`src/rtl/axi_write_arbiter_if.sv`:
```
// ============================================================================
//  Module      : axi_write_arbiter_if
//  Description : Bundle of requester-side and slave-side AXI4-Lite write
//                signals shared by the write arbiter and its environment.
//  Revision    : 1.0 - initial release
// ============================================================================
`default_nettype none

interface axi_write_arbiter_if #(
  parameter int NUM_MASTERS = 2,
  parameter int ADDR_W      = 32,
  parameter int DATA_W      = 32
);
  // Requester side
  logic [NUM_MASTERS*ADDR_W-1:0] m_awaddr;
  logic [NUM_MASTERS-1:0]        m_awvalid;
  logic [NUM_MASTERS-1:0]        m_awready;
  logic [NUM_MASTERS*DATA_W-1:0] m_wdata;
  logic [NUM_MASTERS-1:0]        m_wvalid;
  logic [NUM_MASTERS-1:0]        m_wready;
  logic [NUM_MASTERS*2-1:0]      m_bresp;
  logic [NUM_MASTERS-1:0]        m_bvalid;
  logic [NUM_MASTERS-1:0]        m_bready;

  // Shared slave bus
  logic [ADDR_W-1:0]             s_awaddr;
  logic                          s_awvalid;
  logic                          s_awready;
  logic [DATA_W-1:0]             s_wdata;
  logic                          s_wvalid;
  logic                          s_wready;
  logic [1:0]                    s_bresp;
  logic                          s_bvalid;
  logic                          s_bready;

  // Status
  logic [NUM_MASTERS-1:0]        grant;
  logic                          busy;

  // Arbiter view: it masters the shared slave bus and serves the requesters.
  modport master (
    input  m_awaddr, m_awvalid, m_wdata, m_wvalid, m_bready,
    input  s_awready, s_wready, s_bresp, s_bvalid,
    output m_awready, m_wready, m_bresp, m_bvalid,
    output s_awaddr, s_awvalid, s_wdata, s_wvalid, s_bready,
    output grant, busy
  );

  // Environment view: requesters plus the downstream slave.
  modport slave (
    output m_awaddr, m_awvalid, m_wdata, m_wvalid, m_bready,
    output s_awready, s_wready, s_bresp, s_bvalid,
    input  m_awready, m_wready, m_bresp, m_bvalid,
    input  s_awaddr, s_awvalid, s_wdata, s_wvalid, s_bready,
    input  grant, busy
  );
endinterface

`default_nettype wire

```
`src/rtl/axi_write_arbiter.sv`:
```
// ============================================================================
//  Module      : axi_write_arbiter
//  Description : Round-robin arbiter sharing one AXI4-Lite write channel set
//                among NUM_MASTERS requesters, one transaction at a time,
//                with a watchdog that turns a hung slave into SLVERR.
//  Revision    : 1.0 - initial release
// ============================================================================
`default_nettype none

module axi_write_arbiter #(
  parameter int NUM_MASTERS    = 2,
  parameter int ADDR_W         = 32,
  parameter int DATA_W         = 32,
  parameter int TIMEOUT_CYCLES = 1024
) (
  input  wire logic          clk,
  input  wire logic          rst,   // asynchronous, active-low
  axi_write_arbiter_if.master bus
);

  localparam int IDX_W = (NUM_MASTERS > 1) ? $clog2(NUM_MASTERS) : 1;
  localparam int TMR_W = $clog2(TIMEOUT_CYCLES + 1);
  localparam logic [TMR_W-1:0] TMR_LAST = TMR_W'(TIMEOUT_CYCLES - 1);

  typedef enum logic [1:0] {
    ST_IDLE = 2'd0,
    ST_XFER = 2'd1,
    ST_RESP = 2'd2,
    ST_ERR  = 2'd3
  } state_t;

  state_t                 state_q, state_d;
  logic [NUM_MASTERS-1:0] grant_q, grant_d;
  logic [IDX_W-1:0]       gidx_q, gidx_d;
  logic [IDX_W-1:0]       rr_ptr_q, rr_ptr_d;
  logic                   aw_done_q, aw_done_d;
  logic                   w_done_q, w_done_d;
  logic [TMR_W-1:0]       timer_q, timer_d;

  logic                   pick_vld;
  logic [IDX_W-1:0]       pick_idx;
  logic [IDX_W-1:0]       cand;

  logic                   s_awvalid_w, s_wvalid_w, s_bready_w;
  logic                   m_awready_en, m_wready_en, m_bvalid_en;
  logic [1:0]             m_bresp_w;
  logic                   aw_hs, w_hs, b_hs, xfer_done, tmr_expired;

  // Index arithmetic modulo NUM_MASTERS (works for non-power-of-two counts).
  function automatic logic [IDX_W-1:0] wrap_add(input logic [IDX_W-1:0] base, input int off);
    int s;
    s = int'(base) + off;
    if (s >= NUM_MASTERS) s = s - NUM_MASTERS;
    return IDX_W'(s);
  endfunction

  // Round-robin pick: first master with m_awvalid scanning upward from rr_ptr.
  always_comb begin
    pick_vld = 1'b0;
    pick_idx = '0;
    cand     = '0;
    for (int k = 0; k < NUM_MASTERS; k++) begin
      cand = wrap_add(rr_ptr_q, k);
      if (!pick_vld && bus.m_awvalid[cand]) begin
        pick_vld = 1'b1;
        pick_idx = cand;
      end
    end
  end

  // State register and transaction bookkeeping.
  always_ff @(posedge clk or negedge rst) begin
    if (!rst) begin
      state_q   <= ST_IDLE;
      grant_q   <= '0;
      gidx_q    <= '0;
      rr_ptr_q  <= '0;
      aw_done_q <= 1'b0;
      w_done_q  <= 1'b0;
      timer_q   <= '0;
    end else begin
      state_q   <= state_d;
      grant_q   <= grant_d;
      gidx_q    <= gidx_d;
      rr_ptr_q  <= rr_ptr_d;
      aw_done_q <= aw_done_d;
      w_done_q  <= w_done_d;
      timer_q   <= timer_d;
    end
  end

  // Next-state logic and channel steering toward the granted master.
  always_comb begin
    state_d      = state_q;
    grant_d      = grant_q;
    gidx_d       = gidx_q;
    rr_ptr_d     = rr_ptr_q;
    aw_done_d    = aw_done_q;
    w_done_d     = w_done_q;
    timer_d      = timer_q;
    s_awvalid_w  = 1'b0;
    s_wvalid_w   = 1'b0;
    s_bready_w   = 1'b0;
    m_awready_en = 1'b0;
    m_wready_en  = 1'b0;
    m_bvalid_en  = 1'b0;
    m_bresp_w    = 2'b00;
    aw_hs        = 1'b0;
    w_hs         = 1'b0;
    b_hs         = 1'b0;
    xfer_done    = 1'b0;
    tmr_expired  = (timer_q == TMR_LAST);

    unique case (state_q)
      ST_IDLE: begin
        if (pick_vld) begin
          state_d = ST_XFER;
          grant_d = NUM_MASTERS'(1) << pick_idx;
          gidx_d  = pick_idx;
          timer_d = '0;
        end
      end

      ST_XFER: begin
        s_awvalid_w  = bus.m_awvalid[gidx_q] & ~aw_done_q;
        s_wvalid_w   = bus.m_wvalid[gidx_q]  & ~w_done_q;
        m_awready_en = bus.s_awready & ~aw_done_q;
        m_wready_en  = bus.s_wready  & ~w_done_q;
        aw_hs        = s_awvalid_w & bus.s_awready;
        w_hs         = s_wvalid_w  & bus.s_wready;
        xfer_done    = (aw_done_q | aw_hs) & (w_done_q | w_hs);
        timer_d      = timer_q + TMR_W'(1);
        if (xfer_done || tmr_expired) begin
          state_d   = xfer_done ? ST_RESP : ST_ERR;
          aw_done_d = 1'b0;
          w_done_d  = 1'b0;
        end else begin
          aw_done_d = aw_done_q | aw_hs;
          w_done_d  = w_done_q  | w_hs;
        end
      end

      ST_RESP: begin
        s_bready_w  = bus.m_bready[gidx_q];
        m_bvalid_en = bus.s_bvalid;
        m_bresp_w   = bus.s_bresp;
        b_hs        = bus.s_bvalid & bus.m_bready[gidx_q];
        timer_d     = timer_q + TMR_W'(1);
        if (b_hs) begin
          // A response in the expiry cycle still completes normally.
          state_d  = ST_IDLE;
          grant_d  = '0;
          rr_ptr_d = wrap_add(gidx_q, 1);
        end else if (tmr_expired) begin
          state_d = ST_ERR;
        end
      end

      ST_ERR: begin
        // Slave is ignored here; the master gets a synthesized SLVERR.
        m_bvalid_en = 1'b1;
        m_bresp_w   = 2'b10;
        if (bus.m_bready[gidx_q]) begin
          state_d  = ST_IDLE;
          grant_d  = '0;
          rr_ptr_d = wrap_add(gidx_q, 1);
        end
      end

      default: state_d = ST_IDLE;
    endcase
  end

  // Slave-bus payload is zeroed outside XFER so nothing leaks while idle.
  assign bus.s_awaddr  = (state_q == ST_XFER) ? bus.m_awaddr[gidx_q*ADDR_W +: ADDR_W] : '0;
  assign bus.s_wdata   = (state_q == ST_XFER) ? bus.m_wdata[gidx_q*DATA_W +: DATA_W]  : '0;
  assign bus.s_awvalid = s_awvalid_w;
  assign bus.s_wvalid  = s_wvalid_w;
  assign bus.s_bready  = s_bready_w;

  // grant_q is one-hot (or zero), so it directly selects the owning master.
  assign bus.m_awready = m_awready_en ? grant_q : '0;
  assign bus.m_wready  = m_wready_en  ? grant_q : '0;
  assign bus.m_bvalid  = m_bvalid_en  ? grant_q : '0;

  // Per-master response code, zero for every master not owning the bus.
  always_comb begin
    bus.m_bresp = '0;
    for (int i = 0; i < NUM_MASTERS; i++) begin
      bus.m_bresp[i*2 +: 2] = grant_q[i] ? m_bresp_w : 2'b00;
    end
  end

  assign bus.grant = grant_q;
  assign bus.busy  = (state_q != ST_IDLE);

endmodule

`default_nettype wire

```
`src/flat_wrapper.sv`:
```
// flat-port wrapper written by rule: the top's interface ports become plain ports
module axi_write_arbiter_flat 
#(
  parameter int NUM_MASTERS    = 2,
  parameter int ADDR_W         = 32,
  parameter int DATA_W         = 32,
  parameter int TIMEOUT_CYCLES = 1024
)
  (clk, rst, bus_m_awaddr, bus_m_awvalid, bus_m_wdata, bus_m_wvalid, bus_m_bready, bus_s_awready, bus_s_wready, bus_s_bresp, bus_s_bvalid, bus_m_awready, bus_m_wready, bus_m_bresp, bus_m_bvalid, bus_s_awaddr, bus_s_awvalid, bus_s_wdata, bus_s_wvalid, bus_s_bready, bus_grant, bus_busy);
  axi_write_arbiter_if #(.NUM_MASTERS(NUM_MASTERS), .ADDR_W(ADDR_W), .DATA_W(DATA_W)) bus_i ();
  input  wire logic clk;
  input  wire logic rst;
  input wire logic [$bits(bus_i.m_awaddr)-1:0] bus_m_awaddr;
  input wire logic [$bits(bus_i.m_awvalid)-1:0] bus_m_awvalid;
  input wire logic [$bits(bus_i.m_wdata)-1:0] bus_m_wdata;
  input wire logic [$bits(bus_i.m_wvalid)-1:0] bus_m_wvalid;
  input wire logic [$bits(bus_i.m_bready)-1:0] bus_m_bready;
  input wire logic [$bits(bus_i.s_awready)-1:0] bus_s_awready;
  input wire logic [$bits(bus_i.s_wready)-1:0] bus_s_wready;
  input wire logic [$bits(bus_i.s_bresp)-1:0] bus_s_bresp;
  input wire logic [$bits(bus_i.s_bvalid)-1:0] bus_s_bvalid;
  output wire logic [$bits(bus_i.m_awready)-1:0] bus_m_awready;
  output wire logic [$bits(bus_i.m_wready)-1:0] bus_m_wready;
  output wire logic [$bits(bus_i.m_bresp)-1:0] bus_m_bresp;
  output wire logic [$bits(bus_i.m_bvalid)-1:0] bus_m_bvalid;
  output wire logic [$bits(bus_i.s_awaddr)-1:0] bus_s_awaddr;
  output wire logic [$bits(bus_i.s_awvalid)-1:0] bus_s_awvalid;
  output wire logic [$bits(bus_i.s_wdata)-1:0] bus_s_wdata;
  output wire logic [$bits(bus_i.s_wvalid)-1:0] bus_s_wvalid;
  output wire logic [$bits(bus_i.s_bready)-1:0] bus_s_bready;
  output wire logic [$bits(bus_i.grant)-1:0] bus_grant;
  output wire logic [$bits(bus_i.busy)-1:0] bus_busy;
  assign bus_i.m_awaddr = bus_m_awaddr;
  assign bus_i.m_awvalid = bus_m_awvalid;
  assign bus_i.m_wdata = bus_m_wdata;
  assign bus_i.m_wvalid = bus_m_wvalid;
  assign bus_i.m_bready = bus_m_bready;
  assign bus_i.s_awready = bus_s_awready;
  assign bus_i.s_wready = bus_s_wready;
  assign bus_i.s_bresp = bus_s_bresp;
  assign bus_i.s_bvalid = bus_s_bvalid;
  assign bus_m_awready = bus_i.m_awready;
  assign bus_m_wready = bus_i.m_wready;
  assign bus_m_bresp = bus_i.m_bresp;
  assign bus_m_bvalid = bus_i.m_bvalid;
  assign bus_s_awaddr = bus_i.s_awaddr;
  assign bus_s_awvalid = bus_i.s_awvalid;
  assign bus_s_wdata = bus_i.s_wdata;
  assign bus_s_wvalid = bus_i.s_wvalid;
  assign bus_s_bready = bus_i.s_bready;
  assign bus_grant = bus_i.grant;
  assign bus_busy = bus_i.busy;
  axi_write_arbiter #(.NUM_MASTERS(NUM_MASTERS), .ADDR_W(ADDR_W), .DATA_W(DATA_W), .TIMEOUT_CYCLES(TIMEOUT_CYCLES)) u_core (.clk(clk), .rst(rst), .bus(bus_i));
endmodule
```
`config.mk`:
```
export PLATFORM = sky130hd
export DESIGN_NAME = axi_write_arbiter_flat
export DESIGN_NICKNAME = d
export VERILOG_FILES = /design/src/rtl/axi_write_arbiter_if.sv /design/src/rtl/axi_write_arbiter.sv /design/src/flat_wrapper.sv
export SDC_FILE = /design/constraint.sdc
export NUM_CORES = 1
export LEC_CHECK = 0
export ABC_AREA = 1
export CORE_MARGIN = 2
export CORE_UTILIZATION = 30
export DETAILED_ROUTE_END_ITERATION = 8
export PLACE_DENSITY_LB_ADDON = 0.08
export SYNTH_ARGS = -nofsm -noshare
export SYNTH_HDL_FRONTEND = slang
export SYNTH_SLANG_ARGS = --single-unit
```
`constraint.sdc`:
```
create_clock -name clk -period 2.3 [get_ports clk]
set_input_delay 0.23 -clock clk [delete_from_list [all_inputs] [get_ports clk]]
set_output_delay 0.23 -clock clk [all_outputs]
set_load 0.005 [all_outputs]
```
== After elaboration in Yosys (flattened, before gate mapping) ==
Index checks and enable logic that the tools add are counted.
W data, S select, Z words.
Word-level totals
  word-level logic and storage cells: 105
  output and inout port bits: 80
  register bits after elaboration: 19
Operators by class
  $add $sub $neg: 6
  reductions and logical operators: 14
  bitwise operators: 12
  $lt $le $gt $ge: 6
  muxes and demuxes: 48
  shift operators: 3
  eq/ne operators: 9
Operator list (number)
  $shiftx A64 B7 Y32: 2
  $mux W32: 2
  $mux W1: 27
  $mux W2: 12
  $pmux W11 S2: 1
  $add A11 B1 Y11 const B: 1
  $eq A11 B10 Y1 const B: 1
  $mux W11: 1
  $and A1 B1 Y1: 8
  $ne A2 B1 Y1 const B: 4
  $pmux W2 S4: 1
  $reduce_and A4 Y1: 2
  $lt A1 B2 Y1 const B: 3
  $pmux W2 S3: 1
  $reduce_bool A2 Y1: 3
  $add A1 B1 Y2 const B: 2
  $eq A2 B2 Y1 const B: 2
  $ge A2 B2 Y1 const B: 2
  $pmux W1 S2: 2
  $pmux W2 S2: 1
  $reduce_and A2 Y1: 2
  $ne A3 B1 Y1 const B: 1
  $reduce_and A3 Y1: 1
  $reduce_bool A3 Y1: 1
  11 further kinds: 15

== Longest topological paths before layout ==
  word-level depth: 11
  gate-level depth with buffers: 11
  gate-level depth less buffers: 11

== Worst setup path after synthesis ==
OpenSTA, ideal clock, no wires.
  kind: register -> output
  start point: register u_core.state_q[1]
  end point: output port bus_m_awready[0]
  arrival: 1385 ps
  cell stages (with the launch flop): 7
  path slack: 685 ps
  cell sequence: dfrtp_1 > inv_1 > ha_1 > clkbuf_1 > clkbuf_1 > nand3_1 > nor2_1
Between the ends
  word-level cells in the longest chain between the ends: 3
RTL lines
  from (decl): line axi_write_arbiter.sv:32  | state_t state_q, state_d;
  from (signal assigned): line axi_write_arbiter.sv:82  | state_q <= state_d;
  $eq A2 B1 Y1: line axi_write_arbiter.sv:114  | unique case (state_q)
  $mux W1: line axi_write_arbiter.sv:114
  $mux W2: line axi_write_arbiter.sv:182  | assign bus.m_awready = m_awready_en ? grant_q : '0;
  to (decl): line flat_wrapper.sv:22  | output wire logic [$bits(bus_i.m_awready)-1:0] bus_m_awready;
No other way between the ends.

== Worst setup path in the final report ==
  start point: register u_core.state_q[1]
  end point: output port bus_s_wdata[26]
Between the ends
  word-level cells in the longest chain between the ends: 2
RTL lines
  $eq A2 B1 Y1: line axi_write_arbiter.sv:176  | assign bus.s_wdata = (state_q == ST_XFER) ? bus.m_wdata[gidx_q*DATA_W +: DATA_W] : '0;
  $mux W32: line axi_write_arbiter.sv:176
  to (decl): line flat_wrapper.sv:28  | output wire logic [$bits(bus_i.s_wdata)-1:0] bus_s_wdata;
No other way between the ends.

==> run metrics <==
total I/O pin count ~220; outcome complete, no violations; number of warnings issued by yosys 0; number of cell rows 31; vias per inst ~4.7; data arrival time of the critical path a little under 2 ns; maximum ir drop on the vdd rail slightly below 0.0006 V; netlist area before placement about 2200 sq um; first-pass GRT wire length ~15 mm; I/O Buffers 220; global routing usage summed across all routing layers 24.1%; layout overhead on the synthesized area 110%; slew at the pin closest to its max-slew limit 0.457 ns; number of optimization iterations in the first detailed-route pass 4; multiplexer share of the synthesized area 0%; power after layout approximately 4.4 mW; detailed-routed wire length on met3 1.13 mm; fraction of final layout cells sized beyond drive strength 1 about 6.3%; largest family of logic cells by synthesized area simple AND/OR/NAND/NOR gates; final-layout setup total negative slack 0 ns; Clk pin slew, worst setup/hold paths around 0.07 ns; final count of negative-setup-slack endpoints 0; setup repair after global routing missed its margin yes; Cells after Synth between 300 and 400; Detail Placement HPWL between 8 and 9 mm; count of final max-slew check failures 0; Post-Synth Simple-Gate Area roughly 44%; sequential share of power around 12%; quantity of hold-fixing buffers added after cts 0; hold violation total from the final report 0; top cell type's share of synthesized area between 20% and 30%; maximum frequency from static timing analysis about 450 MHz; net count reported at finish between 700 and 800; worst endpoint required time 2.07 ns; Post-route DRC 0; Max transition margin 69.4%; combinational share of power between 80% and 90%; average wire per cell in the routed design between 10 and 15 um; placeable core region 7140 sq um; fraction of power spent switching nets a little under half; met2 wire length approximately 4.8 mm; vertical die dimension 89.3 um; dpl cells 700; routability cong. approximately 0.87; dominant cell by count in the synthesized netlist nor2_1; most numerous cell types in the synthesized netlist nor2_1 (151), o21ai_0 (74), nand2_1 (39), inv_1 (27), dfrtp_1 (19); fraction of registers with async set or reset after synthesis 100%; number of clock buffers inserted by TritonCTS 3; count of state elements after synthesis 19; topmost layer with routed signal wires met4; Post-Synth Adder-Cell Area roughly 3.4%; Cell variety after synth 26; post-synth net total about 540; sort of element at the start of the critical path flop; part of the Yosys area used for sequential elements approximately 22%; part of the cycle the worst path needs roughly 96%; minimum period implied by the final worst setup slack between 2 and 2.5 ns; global route overflow 0; cell accounting for the most synthesized area nor2_1; TritonCTS clock tree yes; Worst Path Max Fanout 22; largest net degree at the start of global routing 48; biggest area contributors in the synthesized netlist nor2_1 (26%), dfrtp_1 (22%), o21ai_0 (17%); number of vias after detailed routing around 3,300; Leakage Power 2.04 nW; Die Outline Area around 8000 sq um; width of the chip just under 90 um; CTS H-tree lvls 1; number of antenna violations at the first check in global routing 0; initial core utilization 30.6%; maximum buffer depth of the clock tree 2; Mean Syn Cell Area 5.54 sq um; XOR/XNOR share of the synthesized area 0%; later-pin clock latency in the skew report 0.26 ns; area fraction in compound gates after synthesis a little over a fifth; sw power around 2.0 mW; type of the worst setup path flop to output pin; # clock sinks 19; DR iter-0 viols around 150; routed wire length ~11 mm; relative contribution of the clock network to total power between 5 and 6%; clock root cell clkbuf_8; cell internal pwr 2.40 mW; number of diodes 0; Final Instance Count excl. Fillers 704; Hold Path Class input port to async pin; routed metal-1 wire length between 4 and 5 mm; final worst clock skew around 0.0028 ns; number of global-route vias before repair approximately 3,000; number of maximum-capacitance constraint violations 0; post-route ant nets 0; top flip-flop cell by instance count after synthesis dfrtp_1; Critical Path End Type output pin; Power Density 964 nW/um^2; number of flops mapped to enable cells by yosys 0
==> metal layers <==
layer,track usage (%),vias to the layer above
li1,-,1681
met1,31.1,1463
met2,39.3,136
met3,7.39,16
met4,5.83,0
met5,0,-
==> sequential cells by signal, indices dropped and copies added, names as in the netlist <==
name / flops
u_core.w_done_q: 1
u_core.aw_done_q: 1
u_core.rr_ptr_q: 1
u_core.gidx_q: 1
u_core.state_q: 2
u_core.timer_q: 11
u_core.bus.grant: 2
==> layout by cell type, fill, tap and decap left out, types with 2 or more instances in the layout <==
master | Yosys | routed
buf_12 | 0 | 3
nand3_1 | 14 | 14
nor3_1 | 3 | 3
inv_2 | 2 | 4
dfrtp_1 | 19 | 18
nand2_4 | 2 | 2
nor2_1 | 151 | 151
clkbuf_8 | 0 | 3
a21oi_1 | 9 | 9
o21ai_0 | 74 | 74
nand4_1 | 3 | 3
dlymetal6s2s_1 | 0 | 6
nor2_2 | 2 | 2
ha_1 | 6 | 4
inv_1 | 27 | 25
nand3_2 | 4 | 4
nand2_2 | 9 | 9
clkdlybuf4s50_1 | 0 | 214
nand2_1 | 39 | 39
buf_4 | 0 | 6
o22ai_1 | 2 | 2
==> repair_timing <==
action | CTS | global route
gates cloned | 0 | 0
endpoints found under the setup margin | 33 | 44
setup buffers | 0 | 0
endpoints found under the hold margin | 0 | 0
gates resized for setup | 2 | 10
pin swaps | 1 | 4
==> worst max-delay path, cell delays in order (launching register included) <==
cell	delay, ns
dfrtp_1	0.43
inv_2	0.12
ha_4	0.19
buf_12	0.15
o21ai_0	0.08
nor2_1	0.16
clkdlybuf4s50_1	0.57
==> final cells by class <==
cell class / instances / area [sq um]
sequential: 19 / 477
multi-input combinational: 324 / 1520
inverter: 29 / 109
tap: 99 / 124
fill: 665 / 2540
clock buffer: 4 / 45.0
timing repair buffer: 229 / 2320
==> worst paths after layout <==
kind	from	slack, ns	cells after the start	endpoint
max in group asynchronous	rst	1.50	2	u_core.timer_q[6]
setup reg to reg	u_core.state_q[0]	0.37	9	u_core.timer_q[9]
min in group clk	u_core.timer_q[9]	0.51	2	u_core.timer_q[9]
hold reg to reg	u_core.timer_q[9]	0.51	2	u_core.timer_q[9]
setup / recovery	u_core.state_q[1]	0.10	6	bus_s_wdata[26]
hold / removal	rst	0.28	1	u_core.bus.grant[1]
==> metrics by stage <==
step | util [%] | hold WS (ns) | cell area, sq um | worst slack (ns)
2_1_floorplan | - | -0.0656 | 2180 | 0.685
3_3_place_gp | 63.1 | 0.467 | 4510 | 0.225
3_5_place_dp | 63.1 | 0.496 | 4510 | 0.180
4_1_cts | 64.0 | 0.306 | 4570 | 0.00392
5_1_grt | 64.3 | 0.312 | 4590 | -0.00662
6_report | 64.3 | 0.285 | 4590 | 0.101
==> power groups by stage <==
stage	logic, mW	clock network, mW	registers, mW
floorplan	1.73	0	0.519
global placement	3.58	0	0.527
detailed placement	3.61	0	0.530
CTS	3.66	0.243	0.531
global route	4.06	0.263	0.550
finish	3.65	0.238	0.534
==> cell families (layout without fill, tap and decap cells) <==
family | after synthesis | in the layout
AND/OR/NAND/NOR | 229 | 229
adder cells (fa/ha/maj) | 6 | 6
buffers and inverters | 51 | 262
flip-flops | 19 | 19
AO/OA/AOI/OAI | 89 | 89
(Power assumes the default switching activity.)
